==> src/rtl/vthernet_pkg.sv <==
// Shared constants for the vthernet receive path.
//   OCT          : byte width
//   DEF_*        : default buffer geometry (2 banks x 1024 bytes)
//   rx_state_e   : receive-buffer FSM states
package vthernet_pkg;
  localparam int OCT         = 8;
  localparam int DEF_ADDR_W  = 11;
  localparam int DEF_MAX_LEN = 1024;
  localparam int DEF_LEN_W   = 11;

  typedef enum logic [1:0] {
    IDLE = 2'd0,
    FILL = 2'd1,
    DROP = 2'd2
  } rx_state_e;
endpackage

==> src/rtl/rx_bank_ctrl.sv <==
// Two-entry ping-pong bank bookkeeping for the UDP receive buffer.
// Holds per-bank valid/len/ovf, the write-bank and read-bank pointers, and
// resolves commit (from the fill side) against rel (from the host).
// Ports:
//   RX_CLK, rst_n          clock, synchronous active-low reset
//   commit/commit_len/ovf  latch the current write bank as a finished datagram
//   rel                    host frees the head bank (ignored if none pending)
//   wr_bank, wr_free       bank the next frame goes to, and whether it is empty
//   rx_irq                 any bank pending
//   rd_bank/rd_len/rd_ovf  head datagram view (len/ovf zero when idle)
import vthernet_pkg::*;

module rx_bank_ctrl #(
  parameter int LEN_W = DEF_LEN_W
) (
  input  logic             RX_CLK,
  input  logic             rst_n,
  input  logic             commit,
  input  logic [LEN_W-1:0] commit_len,
  input  logic             commit_ovf,
  input  logic             rel,
  output logic             wr_bank,
  output logic             wr_free,
  output logic             rx_irq,
  output logic             rd_bank,
  output logic [LEN_W-1:0] rd_len,
  output logic             rd_ovf
);
  logic [1:0]            vld_q;
  logic [1:0][LEN_W-1:0] len_q;
  logic [1:0]            ovf_q;
  logic                  wr_q, rd_q;
  logic                  rel_ok;

  assign rel_ok = rel & vld_q[rd_q];

  // A commit always targets wr_q, which is empty whenever a commit can occur;
  // a release targets the occupied rd_q. When both fire they touch different
  // banks, so they can be applied independently.
  always_ff @(posedge RX_CLK) begin
    if (!rst_n) begin
      vld_q <= '0;
      len_q <= '0;
      ovf_q <= '0;
      wr_q  <= 1'b0;
      rd_q  <= 1'b0;
    end else begin
      if (commit) begin
        vld_q[wr_q] <= 1'b1;
        len_q[wr_q] <= commit_len;
        ovf_q[wr_q] <= commit_ovf;
        wr_q        <= ~wr_q;
      end
      if (rel_ok) begin
        vld_q[rd_q] <= 1'b0;
        rd_q        <= ~rd_q;
      end
    end
  end

  assign wr_bank = wr_q;
  assign wr_free = ~vld_q[wr_q];
  assign rx_irq  = |vld_q;
  assign rd_bank = rd_q;
  assign rd_len  = vld_q[rd_q] ? len_q[rd_q] : '0;
  assign rd_ovf  = vld_q[rd_q] & ovf_q[rd_q];
endmodule

==> src/rtl/rx_udp_buffer.sv <==
// UDP payload receive buffer: writes each datagram from the per-byte payload
// stream into one of two ping-pong banks of an external byte RAM, records its
// length/overflow, and raises rx_irq while a committed bank awaits the host.
// Optional feature macro: RX_BUF_DROP_CNT_EN adds drop_cnt[15:0], a saturating
// count of frames discarded because both banks were full.
// Ports:
//   RX_CLK, rst_n                 clock, synchronous active-low reset
//   rx_udp_data_v, rx_udp_data    payload stream, one high run per datagram
//   mem_we, mem_addr, mem_wdata   RAM write port, one cycle after byte accept
//   rel                           host frees the head bank
//   rx_irq, rd_bank, rd_len, rd_ovf  head datagram status
//   drop_cnt                      (RX_BUF_DROP_CNT_EN only) dropped frame count
import vthernet_pkg::*;

module rx_udp_buffer #(
  parameter int ADDR_W  = DEF_ADDR_W,
  parameter int MAX_LEN = DEF_MAX_LEN,
  parameter int LEN_W   = DEF_LEN_W
) (
  input  logic              RX_CLK,
  input  logic              rst_n,
  input  logic              rx_udp_data_v,
  input  logic [OCT-1:0]    rx_udp_data,
  output logic              mem_we,
  output logic [ADDR_W-1:0] mem_addr,
  output logic [OCT-1:0]    mem_wdata,
  input  logic              rel,
  output logic              rx_irq,
  output logic              rd_bank,
  output logic [LEN_W-1:0]  rd_len,
`ifdef RX_BUF_DROP_CNT_EN
  output logic              rd_ovf,
  output logic [15:0]       drop_cnt
`else
  output logic              rd_ovf
`endif
);
  localparam int               OFF_W = ADDR_W - 1;
  localparam logic [LEN_W-1:0] MAX_L = LEN_W'(MAX_LEN);

  rx_state_e         state_q, state_d;
  logic [LEN_W-1:0]  off_q;
  logic              ovf_q;
  logic              acc, start_fill, start_drop, commit;
  logic [LEN_W-1:0]  wr_off;
  logic              wr_bank, wr_free;
  logic              mem_we_q;
  logic [ADDR_W-1:0] mem_addr_q;
  logic [OCT-1:0]    mem_wdata_q;

  always_ff @(posedge RX_CLK) begin
    if (!rst_n) state_q <= IDLE;
    else        state_q <= state_d;
  end

  always_comb begin
    state_d    = state_q;
    acc        = 1'b0;
    start_fill = 1'b0;
    start_drop = 1'b0;
    commit     = 1'b0;
    case (state_q)
      IDLE: if (rx_udp_data_v) begin
        if (wr_free) begin
          state_d    = FILL;
          acc        = 1'b1;
          start_fill = 1'b1;
        end else begin
          state_d    = DROP;
          start_drop = 1'b1;
        end
      end
      FILL: begin
        if (rx_udp_data_v) acc = (off_q < MAX_L);
        else begin
          state_d = IDLE;
          commit  = 1'b1;
        end
      end
      DROP: if (!rx_udp_data_v) state_d = IDLE;
      default: state_d = IDLE;
    endcase
  end

  // The first byte of a frame is written at offset 0 while off_q is still
  // left over from the previous frame.
  assign wr_off = start_fill ? '0 : off_q;

  // off_q counts stored bytes and stops at MAX_LEN, so it doubles as the
  // committed length and can never carry into the bank bit.
  always_ff @(posedge RX_CLK) begin
    if (!rst_n) begin
      off_q <= '0;
      ovf_q <= 1'b0;
    end else if (start_fill) begin
      off_q <= LEN_W'(1);
      ovf_q <= 1'b0;
    end else if (state_q == FILL && rx_udp_data_v) begin
      if (acc) off_q <= off_q + 1'b1;
      else     ovf_q <= 1'b1;
    end
  end

  always_ff @(posedge RX_CLK) begin
    if (!rst_n) begin
      mem_we_q    <= 1'b0;
      mem_addr_q  <= '0;
      mem_wdata_q <= '0;
    end else begin
      mem_we_q <= acc;
      if (acc) begin
        mem_addr_q  <= {wr_bank, wr_off[OFF_W-1:0]};
        mem_wdata_q <= rx_udp_data;
      end
    end
  end

  assign mem_we    = mem_we_q;
  assign mem_addr  = mem_addr_q;
  assign mem_wdata = mem_wdata_q;

  rx_bank_ctrl #(.LEN_W(LEN_W)) u_bank (
    .RX_CLK     (RX_CLK),
    .rst_n      (rst_n),
    .commit     (commit),
    .commit_len (off_q),
    .commit_ovf (ovf_q),
    .rel        (rel),
    .wr_bank    (wr_bank),
    .wr_free    (wr_free),
    .rx_irq     (rx_irq),
    .rd_bank    (rd_bank),
    .rd_len     (rd_len),
    .rd_ovf     (rd_ovf)
  );

`ifdef RX_BUF_DROP_CNT_EN
  logic [15:0] drop_cnt_q;

  // Entering DROP implies both banks are pending, so an increment and a
  // clear (rel with nothing pending) can never coincide.
  always_ff @(posedge RX_CLK) begin
    if (!rst_n)                              drop_cnt_q <= '0;
    else if (start_drop && drop_cnt_q != 16'hFFFF) drop_cnt_q <= drop_cnt_q + 1'b1;
    else if (rel && !rx_irq)                 drop_cnt_q <= '0;
  end

  assign drop_cnt = drop_cnt_q;
`endif
endmodule

==> config.mk <==
export PLATFORM = sky130hd
export DESIGN_NAME = rx_udp_buffer
export DESIGN_NICKNAME = d
export VERILOG_FILES = /design/src/rtl/vthernet_pkg.sv /design/src/rtl/rx_bank_ctrl.sv /design/src/rtl/rx_udp_buffer.sv
export SDC_FILE = /design/constraint.sdc
export NUM_CORES = 1
export LEC_CHECK = 0
export CORE_MARGIN = 2
export CORE_UTILIZATION = 53
export CTS_CLUSTER_SIZE = 20
export DETAILED_ROUTE_END_ITERATION = 10
export PLACE_DENSITY = 0.8
export SLEW_MARGIN = 20
export SYNTH_ARGS = -nofsm -noshare
export SYNTH_HDL_FRONTEND = slang
export SYNTH_HIERARCHICAL = 1
export SYNTH_SLANG_ARGS = --single-unit
==> constraint.sdc <==
create_clock -name RX_CLK -period 2.5 [get_ports RX_CLK]
set_input_delay 0.5 -clock RX_CLK [delete_from_list [all_inputs] [get_ports RX_CLK]]
set_output_delay 0.5 -clock RX_CLK [all_outputs]
set_load 0.05 [all_outputs]
=== After elaboration in Yosys (flattened, before gate mapping) ===
Index checks and enable logic that the tools add are counted.

* Reduce and logical (&&, ||, !) cells: 13
* $add $sub $neg: 1
* Eq/ne operators: 4
* Bitwise logic cells: 9
* Order comparisons: 5
* Muxes and demuxes: 35

{| class="wikitable"
|+ Operator list
! operator !! number
|-
| 11-bit two-way mux || 4
|-
| 22-bit bitwise mux || 1
|-
| 1-bit two-way mux || 17
|-
| 2-bit two-way mux || 6
|-
| 11-bit by 1-bit adder with 11-bit output (second input constant) || 1
|-
| 11-bit demux with 1-bit select || 1
|-
| 11-bit < comparator (second input constant) || 1
|-
| 10-bit two-way mux || 1
|-
| 2-bit AND reduction || 4
|-
| 2-bit OR reduction || 3
|-
| 1-bit by 2-bit < comparator with 1-bit output (second input constant) || 2
|-
| 2-bit != test (second input constant) || 2
|-
| 1-bit NOT || 4
|-
| 2-bit case mux with 2 select lines || 1
|-
| 2-bit nonzero test || 2
|-
| 1-bit logical AND || 3
|-
| 1-bit bitwise AND || 2
|-
| 2-bit bitwise AND || 1
|-
| 2-bit bitwise mux || 1
|-
| 1-bit demux with 1-bit select || 2
|-
| 2-bit by 1-bit == test with 1-bit output (second input constant) || 1
|-
| 2-bit == test (second input constant) || 1
|-
| 1-bit greater-or-equal comparator (second input constant) || 2
|-
| 2-bit logical NOT || 1
|-
| 3 further kinds || 3
|}

* Register bits: 62

=== Depth between registers and ports, before layout ===
* Depth in word-level cells: 9
* Gate-level depth with buffers: 9
* Gate-level depth less buffers: 6

=== Modules after synthesis ===
The synthesis kept the hierarchy.

{| class="wikitable"
|+ By module, submodules not included
! module !! instances !! cells each !! area each (µm²)
|-
| rx_udp_buffer || 1 || 166 || 1502.7
|-
| rx_bank_ctrl || 1 || 153 || 1305.0
|}

=== Least setup slack after synthesis ===
OpenSTA, ideal clock, no wires.

* Path kind: reg2out
* Start point: register u_bank.rd_q (netlist: u_bank/rd_bank)
* End point: output rd_len[1]
* Arrival time: 1804 ps
* Slack: 196 ps
* Cell stages (with the launch flop): 3
* Path through: dfxtp_1 -> buf_2 -> o21ai_0

* Word-level cells in the longest chain between the ends: 3
* Elaborated cells between the ends (all ways): 5
* Classes of those cells: 5 x mux

{| class="wikitable"
|+ RTL lines
! what !! RTL line !! RTL
|-
| from (decl) || rx_bank_ctrl.sv:32 || <nowiki>logic wr_q, rd_q;</nowiki>
|-
| from (signal assigned) || rx_bank_ctrl.sv:56 || <nowiki>rd_q <= ~rd_q;</nowiki>
|-
| 11-bit two-way mux (implied by the code) / 1-bit two-way mux (equally long branches) (2 in a row) || rx_bank_ctrl.sv:65 || <nowiki>assign rd_len = vld_q[rd_q] ? len_q[rd_q] : '0;</nowiki>
|-
| 11-bit two-way mux * || rx_bank_ctrl.sv:65 ||
|-
| to (decl) || rx_udp_buffer.sv:30 || <nowiki>output logic [LEN_W-1:0] rd_len,</nowiki>
|}

Mark *: on every way between the ends. The rest lies on a longest branch, timed or not. The select of a mux whose other input is x is not followed.

=== Final worst setup path ===
* Start point: register u_bank.vld_q[1]
* End point: output rx_irq

* Word-level cells in the longest chain between the ends: 1

{| class="wikitable"
|+ RTL lines
! what !! RTL line !! RTL
|-
| from (decl) || rx_bank_ctrl.sv:29 || <nowiki>logic [1:0] vld_q;</nowiki>
|-
| from (signal assigned) || rx_bank_ctrl.sv:42 || <nowiki>vld_q <= '0;</nowiki>
|-
| from (signal, indexed assignment) || rx_bank_ctrl.sv:49 || <nowiki>vld_q[wr_q] <= 1'b1;</nowiki>
|-
| from (signal, indexed assignment) || rx_bank_ctrl.sv:55 || <nowiki>vld_q[rd_q] <= 1'b0;</nowiki>
|-
| 2-bit OR reduction || rx_bank_ctrl.sv:63 || <nowiki>assign rx_irq = |vld_q;</nowiki>
|-
| to (decl) || rx_udp_buffer.sv:28 || <nowiki>output logic rx_irq,</nowiki>
|}

Every way passes these cells.

==> flow_metrics.env <==
export IMPL_wl_um=5880
export IMPL_worstPathRequired_ns=2.00
export IMPL_num_vias=2293
export IMPL_rsz0062_at_grt="no"
export IMPL_antenna_found_initial=0
export IMPL_postSynthAreaPerCell_um2=8.80
export IMPL_wl_per_cell_um=13.6
export IMPL_cts_tree="yes"
export IMPL_grt_pass1_vias=2178
export IMPL_cp_start_kind="flip-flop"
export IMPL_outcome="complete, no violations"
export IMPL_synth_mux_area_frac=0.0931
export IMPL_clk_pin_slew_ns=0.06
export IMPL_fmax_mhz=442
export IMPL_synth_area_mm2=0.00281
export IMPL_first_iter_violations=166
export IMPL_setup_viol=0
export IMPL_grt_pass1_wl_um=9770
export IMPL_cts_buffers=9
export IMPL_hold_buffers=0
export IMPL_postCtsSetupBuffers=0
export IMPL_cts_max_path_buffers=2
export IMPL_io_buffers=45
export IMPL_slew_viol_final=0
export IMPL_setup_ws_ns=0.239
export IMPL_synthAdderAreaFrac=0.0134
export IMPL_hpwl_um=3890
export IMPL_grt_overflow_total=0
export IMPL_io_pins=46
export IMPL_tightest_slew_ns=0.799
export IMPL_post_drt_via_cell_ratio=5.30
export IMPL_peakVddDrop_mv=0.375
export IMPL_syn_num_nets=334
export IMPL_clock_latency_ns=0.34
export IMPL_ys_types=43
export IMPL_drcViolationCount=0
export IMPL_place_ws_ns=0.454
export IMPL_ys_seq_elements=62
export IMPL_track_usage=0.204
export IMPL_crit_type="reg2out"
export IMPL_dieHeight_um=76.8
export IMPL_grt_max_degree=45
export IMPL_hold_violations=0
export IMPL_die_area_mm2=0.00590
export IMPL_drive_gt1_frac=0.118
export IMPL_seq_area_frac_synth=0.442
export IMPL_dr_pass1_iters=4
export IMPL_slew_limit_headroom=0.467
export IMPL_period_share=0.905
export IMPL_ant_nets=0
export IMPL_multi_input_area_mm2=0.00139
export IMPL_async_flop_share=0
export IMPL_final_nets=373
export IMPL_finalCriticalPeriod_ns=2.26
export IMPL_cp_arrival_ns=1.76
export IMPL_cap_violations=0
export IMPL_cts_num_sinks=62
export IMPL_die_w_um=76.8
export IMPL_synth_enable_flop_cells=0
export IMPL_ys_flop_type="dfxtp_1"
export IMPL_coreArea_mm2=0.00511
export IMPL_fp_row_count=26
export IMPL_synth_warnings=6
export IMPL_p_leak_nw=1.24
export IMPL_fillers=409
export IMPL_tns_ns=0
export IMPL_layout_area_seq_mm2=0.00124
export IMPL_n_antenna_cell=0
export IMPL_power_mw=2.20
export IMPL_synth_simple_area_share=0.245
export IMPL_synthCells=319
export IMPL_cts_resized=0
export IMPL_cts_max_level=3
export IMPL_start_util=0.550
export IMPL_path_max_fanout=9
export IMPL_synth_top_family_by_area="simple AND/OR/NAND/NOR gates"
export IMPL_synth_compound_area_frac=0.115
export IMPL_power_density_mw_per_mm2=619
export IMPL_synth_xor_area_share=0.0281
export IMPL_place_congestion=0.778
export IMPL_cp_end_kind="output port"
export IMPL_finalClockSkew_ns=0.00725
export IMPL_clock_root_buffer="clkbuf_8"
export IMPL_min_delay_path_class="reg2reg"
export IMPL_syn_to_final_growth_pct=26.5
==> metrics by stage <==
step                      utilization  instances  area [um2]  hold WS, ns
final                           0.695        433        3550        0.455
after global routing            0.695        433        3550        0.470
after CTS                       0.695        433        3550        0.457
after detailed placement        0.656        417        3350        0.447
after global placement          0.656        417        3350        0.439
after floorplan                     -        319        2810        0.435
==> power breakdown <==
group | switching (mW) | internal (mW) | leakage, nW
combinational | 0.177 | 0.103 | 0.632
clock | 0.372 | 0.510 | 0.106
sequential | 0.0232 | 1.01 | 0.502
==> metal layers <==
layer  global-route usage  up-vias  part of all wire
met3               0.0600        7             0.055
met4               0.0964        0             0.013
met1                0.255     1078              0.47
met2                0.325       60              0.47
met5                    0        -                 0
li1                     -     1148                 -
==> sequential cells by signal, summed over array words and instances (netlist names) <==
register        count
u_bank/rd_bank      1
ovf_q               1
mem_we              1
u_bank/vld_q        2
u_bank/wr_bank      1
off_q              11
u_bank/len_q       22
u_bank/ovf_q        2
mem_addr           11
mem_wdata           8
state_q             2
==> cell usage after synthesis (2+ instances only) <==
cell type	count	share of area
dfxtp_1	62	0.44
nor2b_1	3	0.0067
inv_1	2	0.0027
nor3_1	2	0.0036
xnor2_1	9	0.028
nand2_1	85	0.11
o21ai_0	5	0.0089
nor4_1	4	0.0089
buf_2	14	0.025
o21ai_1	9	0.016
buf_6	6	0.024
nand3_1	26	0.046
clkbuf_1	2	0.0027
nor2_1	13	0.017
a21boi_1	6	0.016
mux2i_1	25	0.089
ha_1	3	0.013
a21oi_1	3	0.0053
nor3b_1	2	0.0053
a21boi_0	15	0.040
==> layout by cell type (no fill, tap or decap), types with 3 or more instances in the layout <==
cell type,n
mux2i_1,25
a21boi_0,15
clkdlybuf4s50_1,31
o21ai_1,9
buf_12,13
o21ai_0,5
nand3_1,26
a21oi_1,3
nor2_1,13
a21boi_1,6
nand2_1,85
dfxtp_1,62
xnor2_1,9
clkbuf_8,11
clkinv_2,3
nor2b_1,3
ha_1,3
nor4_1,4
buf_4,7
==> final cells by class <==
cell class,instances,share of cell area
multi-input cells,231,0.390
flip-flops and latches,62,0.350
repair buffers,52,0.177
clock buffers,12,0.0437
well taps,70,0.0247
clock inverters,4,0.0127
inverters,2,0.00211
==> cell families after synthesis <==
| group | count (synthesis) |
|---|---|
| AND/OR/NAND/NOR | 148 |
| flip-flops | 62 |
| AO/OA/AOI/OAI | 45 |
| buffers and inverters | 26 |
| multiplexers | 26 |
| XOR/XNOR | 9 |
| adder cells (fa/ha/maj) | 3 |
==> final timing paths <==
kind                         from     endpoint  slack (ns)  depth (start not counted)
setup / recovery  u_bank/vld_q[1]       rx_irq        0.24                          2
hold / removal        mem_addr[1]  mem_addr[1]        0.46                          2
setup reg to reg   u_bank/wr_bank  mem_addr[7]        0.44                          5
hold reg to reg       mem_addr[1]  mem_addr[1]        0.46                          2
==> worst max-delay path, stage by stage, from the launching register on <==
cell	delay, ns
dfxtp_1	0.50
or2_1	0.15
clkdlybuf4s50_1	0.79
(Power assumes the default switching activity.)
